## src/rtl/sd_clock_gen.sv

```systemverilog
// SD-card clock generator: programmable half-period divider with glitch-free updates,
// enable/flow-control parking of sd_clk low, and registered rise/fall strobes.
module sd_clock_gen #(
  parameter int unsigned DIV_WIDTH = 8
) (
  input  logic                 i_clk,
  input  logic                 i_rst,
  input  logic                 i_enable,
  input  logic                 i_stop_req,
  input  logic [DIV_WIDTH-1:0] i_divider,
  output logic                 o_sd_clk,
  output logic                 o_sd_clk_rise,
  output logic                 o_sd_clk_fall,
  output logic                 o_clk_running,
  output logic [DIV_WIDTH-1:0] o_div_active
);

  typedef enum logic [1:0] {
    StIdle = 2'd0,
    StRun  = 2'd1,
    StHold = 2'd2
  } state_e;

  state_e               r_state;
  logic [DIV_WIDTH-1:0] r_cnt;
  logic [DIV_WIDTH-1:0] r_div;
  logic                 r_sd_clk;
  logic                 r_rise;
  logic                 r_fall;
  logic                 r_running;

  always_ff @(posedge i_clk) begin
    if (i_rst) begin
      r_state   <= StIdle;
      r_cnt     <= '0;
      r_div     <= '0;
      r_sd_clk  <= 1'b0;
      r_rise    <= 1'b0;
      r_fall    <= 1'b0;
      r_running <= 1'b0;
    end else begin
      r_rise <= 1'b0;
      r_fall <= 1'b0;
      unique case (r_state)
        StIdle, StHold: begin
          r_cnt <= '0;
          if (i_enable && !i_stop_req) begin
            r_state   <= StRun;
            r_div     <= i_divider;
            r_running <= 1'b1;
          end else if (!i_enable) begin
            r_state <= StIdle;
          end
        end
        StRun: begin
          if (r_cnt == r_div) begin
            r_cnt    <= '0;
            r_sd_clk <= ~r_sd_clk;
            if (!r_sd_clk) begin
              r_rise <= 1'b1;
            end else begin
              // Only a fall boundary may stop the clock or pick up a new divider.
              r_fall <= 1'b1;
              if (!i_enable) begin
                r_state   <= StIdle;
                r_running <= 1'b0;
              end else if (i_stop_req) begin
                r_state   <= StHold;
                r_running <= 1'b0;
              end else begin
                r_div <= i_divider;
              end
            end
          end else begin
            r_cnt <= r_cnt + 1'b1;
          end
        end
        default: begin
          r_state   <= StIdle;
          r_cnt     <= '0;
          r_sd_clk  <= 1'b0;
          r_running <= 1'b0;
        end
      endcase
    end
  end

  assign o_sd_clk      = r_sd_clk;
  assign o_sd_clk_rise = r_rise;
  assign o_sd_clk_fall = r_fall;
  assign o_clk_running = r_running;
  assign o_div_active  = r_div;

endmodule

```

## config.mk

```make
export PLATFORM = sky130hd
export DESIGN_NAME = sd_clock_gen
export DESIGN_NICKNAME = d
export VERILOG_FILES = /design/src/rtl/sd_clock_gen.sv
export SDC_FILE = /design/constraint.sdc
export NUM_CORES = 1
export LEC_CHECK = 0
export BUFFER_PORTS_ARGS = -buffer_cell sky130_fd_sc_hd__clkbuf_2
export CAP_MARGIN = 20
export CORE_ASPECT_RATIO = 1.4
export CORE_MARGIN = 5
export CORE_UTILIZATION = 53
export CTS_CLUSTER_SIZE = 30
export DETAILED_ROUTE_END_ITERATION = 10
export GPL_TIMING_DRIVEN = 0
export PLACE_DENSITY = 0.79
export SLEW_MARGIN = 20
export SYNTH_ARGS = -nofsm -noshare
export SYNTH_HDL_FRONTEND = slang
export SYNTH_SLANG_ARGS = --single-unit
```

## constraint.sdc

```tcl
create_clock -name i_clk -period 1.7 [get_ports i_clk]
set_clock_uncertainty 0.1 [all_clocks]
set_input_delay 0 -clock i_clk [delete_from_list [all_inputs] [get_ports i_clk]]
set_output_delay 0 -clock i_clk [all_outputs]
set_load 0.05 [all_outputs]
```

After elaboration in Yosys (flattened, before gate mapping)
Index checks and enable logic that the tools add are counted.

storage, ports and cells
  bits in registers = 22
  output and inout port bits = 12
  logic and storage cells = 56

operators by class
  add/sub/neg operators = 1
  equality and inequality tests = 10
  mux-type cells = 23
  bitwise operators = 4
  reductions and logical operators = 11

operators by type and width
  kind                   number
  $mux W8                5
  $pmux W8 S2            1
  $mux W2                6
  $ne A2 B2 Y1 const B   5
  $add A8 B1 Y8 const B  1
  $eq A8 B8 Y1           1
  $mux W1                8
  $reduce_and A4 Y1      2
  $ne A3 B3 Y1 const B   2
  $reduce_and A6 Y1      1
  $reduce_or A3 Y1       2
  $not A1 Y1             4
  $pmux W1 S2            2
  $pmux W2 S2            1
  $eq A2 B1 Y1 const B   1
  $eq A2 B2 Y1 const B   1
  $logic_not A2 Y1       1
  $reduce_and A2 Y1      1
  $reduce_bool A2 Y1     1
  $reduce_or A2 Y1       1
  $logic_and A1 B1 Y1    1
  $logic_not A1 Y1       1

Depth between registers and ports, before layout
  word-level depth = 5
  mapped depth = 5
  gate-level depth less buffers = 4

Worst setup path after synthesis
OpenSTA, ideal clock, no wires.

  path kind = reg-to-reg
  from = register r_div[1] (netlist: o_div_active[1])
  to = register r_div[0] (netlist: o_div_active[0])
  library setup time = 0.095 ns
  arrival time = 1.704 ns
  required time = 1.505 ns
  path slack = -0.200 ns
  cell stages (with the launch flop) = 6
  path buffers = 1
  period minus slack after synthesis = 1.900 ns
  cells stage by stage = dfxtp_1 -> xnor2_2 -> nand4_1 -> buf_2 -> or4b_1 -> o311ai_1

between the ends
  word-level cells in the longest chain between the ends = 3

ends and longest elaborated chain
  item                                RTL line  RTL
  start: declaration                  26        logic [DIV_WIDTH-1:0] r_div;
  start signal: assignment            49        r_div <= i_divider;
  start signal: assignment            71        r_div <= i_divider;
  $eq A8 B8 Y1                        56        if (r_cnt == r_div) begin
  $ne A2 B2 Y1 (no source line)       --
  $reduce_and A6 Y1 (no source line)  --

Every way passes these cells.
A chain may end at the register's enable or synchronous reset.

Final worst setup path
  from = register r_div[4] (netlist: o_div_active[4])
  to = register r_div[3] (netlist: o_div_active[3])

The elaborated chain is that of the path after synthesis.

==> impl_metrics.tcl <==
set metrics [dict create \
    ys_types 32 \
    drt_iter0_drc 36 \
    status "complete, but fails checks" \
    yosys.area.top_type "dfxtp_1" \
    fin_ws_ns -0.0453 \
    nets 179 \
    first_pass_iters 4 \
    critical-path-slowest-cell "or4b_1" \
    initial_utilization 0.549 \
    final_area_mm2 0.00158 \
    relSlewSlack 0.671 \
    crit_family "simple AND/OR/NAND/NOR gates" \
    placed_area_mm2 0.00136 \
    grt_antenna_before_repair 0 \
    fillCellCount 160 \
    worstPathMaxFanout 10 \
    crit_arrival_ns 1.85 \
    timing.setup.critical_path_class "flip-flop to flip-flop" \
    worstPathRequired_ns 1.81 \
    coreArea_mm2 0.00218 \
    synth_edf_count 0 \
    synthTopCellsByArea "dfxtp_1, or4b_1, o311ai_1, nor2b_1, a32oi_1" \
    grt_first_pass_wirelength_mm 5.20 \
    post_drt_wl_per_cell_um 16.7 \
    drive_above_1_share 0.364 \
    grt_max_degree 13 \
    drt_wl_total_mm 3.13 \
    cts_tree "yes" \
    fin_setup_tns_ns -0.257 \
    crit_chain "xnor2_2 -> nand4_1 -> buf_4 -> or4b_1 -> o311ai_1" \
    diodes 0 \
    cts-htree-levels 1 \
    startpoint_type "flip-flop" \
    die_h_um 66.2 \
    async_reset_ff_frac 0 \
    period_share 1.03 \
    cts.sinks 22 \
    slew_viol_final 0 \
    clkTransAtPathRegs_ns 0.12 \
    synth_top_area_share 0.368 \
    syn_inst 128 \
    whs_ns 0.0117 \
    io_pins 24 \
    io_buffers 23 \
    slowest_delay_ns 0.51 \
    critPathCaptureType "flip-flop" \
    post-place-ws_ns -0.144 \
    track_usage 0.198 \
    fin_util 0.725 \
    path_buf_inv 1 \
    die_w_um 50.2 \
    register_area_um2 468 \
    ctsLongestPathBuffers 2 \
    synthesis.nets 141 \
    final_common_cell "clkbuf_2" \
    multiInputGateArea_um2 785 \
    syn_to_final_growth_pct 31.9 \
    grt.overflow.total 0 \
    layout_common_cells "clkbuf_2, nor2b_1, nand2_1, dlygate4sd3_1, dfxtp_2" \
    grt_setup_unrepaired "true" \
    ant_nets 0 \
    syn-cell-area_mm2 0.00120 \
    finalCriticalPeriod_ns 1.75 \
    setup_viol 9 \
    post-dp-hpwl_mm 2.05 \
    hold_class "input pin to flip-flop" \
    clock_latency_ns 0.30 \
    syn_area_per_cell_um2 9.34 \
    first_global_vias 1170 \
    worst_pin_slew_ns 0.493 \
    drv_cap 0 \
    gp_congestion 0.764 \
    hold_viol 0 \
    p_leak_nw 0.561 \
    fmax_mhz 573 \
    synth_seq_cells 22 \
    drc 0 \
    clockRootBuffer "clkbuf_4" \
    vias_per_cell 6.44 \
    vdd_drop_max_mv 0.760 \
    p_per_area_mw_per_mm2 1120 \
    yosys_most_used_dff "dfxtp_1" \
    yosysWarningCount 0 \
    violations "negative setup slack" \
    vias 1204 \
    die-area_mm2 0.00332 \
    core.rowCount 20 \
    synth_seq_area_share 0.368 \
    cts_inserted_buffers 3 \
]
[metal layers]
metal / track usage / routed length, µm
met3: 0.0203 / 143
met2: 0.340 / 1590
met5: 0 / 0
met1: 0.242 / 1310
met4: 0.0885 / 79
[registers in the layout, indices dropped and copies added (netlist names)]
signal	flops
o_clk_running	1
o_div_active	8
o_sd_clk	1
o_sd_clk_fall	1
o_sd_clk_rise	1
r_cnt	8
r_state	2
[Yosys cell counts (2+ instances only)]
master,number
xor2_1,5
or4b_1,8
clkbuf_1,2
o21ai_0,2
nand3b_1,2
nand2_1,10
nor2b_1,12
nand2b_1,2
nand4_1,2
xnor2_2,2
xnor2_1,7
buf_2,6
a32oi_1,8
o311ai_1,9
nor3_1,8
dfxtp_1,22
nand3_1,5
and3_1,2
[worst paths after layout]
| kind | slack (ns) | endpoint | cells past startpoint | startpoint |
|---|---|---|---|---|
| hold / removal | 0.01 | r_state[1] | 3 | i_rst |
| setup reg to reg | -0.05 | o_div_active[3] | 5 | o_div_active[4] |
| setup / recovery | -0.05 | o_div_active[3] | 5 | o_div_active[4] |
| hold reg to reg | 0.41 | r_cnt[0] | 1 | r_cnt[0] |
[cells by family after synthesis]
family | synth area share
simple gates | 0.322
compound gates | 0.150
flops | 0.368
xor+xnor | 0.115
buf+inv | 0.0345
fa+ha+maj | 0.0105
[worst reg2reg max path: stages, from the launching register on]
cell and delay, ns:
dfxtp_2 0.38, xnor2_2 0.19, nand4_1 0.17, buf_4 0.21
or4b_1 0.51, o311ai_1 0.09
[power breakdown]
part / switching, mW / internal [mW]
registers: 0.106 / 0.595
clock network: 0.152 / 0.131
logic: 0.515 / 0.264
total: 0.773 / 0.990
[what timing repair did]
action | CTS | global route
pin swaps | 1 | 0
setup buffers | 0 | 0
endpoints found under the setup margin | 17 | 17
endpoints found under the hold margin | 9 | 0
gates resized for setup | 14 | 3
hold buffers | 10 | 0
cloned | 0 | 0
[through the flow]
stage,power [mW],cells
floorplan,1.20,128
global placement,1.37,173
detailed placement,1.39,173
CTS,1.74,187
global route,1.86,187
finish,1.76,187
[area by class of cell]
type,instances,share of cell area
tap,22,0.0174
sequential,22,0.297
inverter,1,0.00238
clock buffer,4,0.0230
timing repair buffer,33,0.136
multi-input combinational,97,0.497
buffer,8,0.0270
Power figures use the tool's default switching activity.
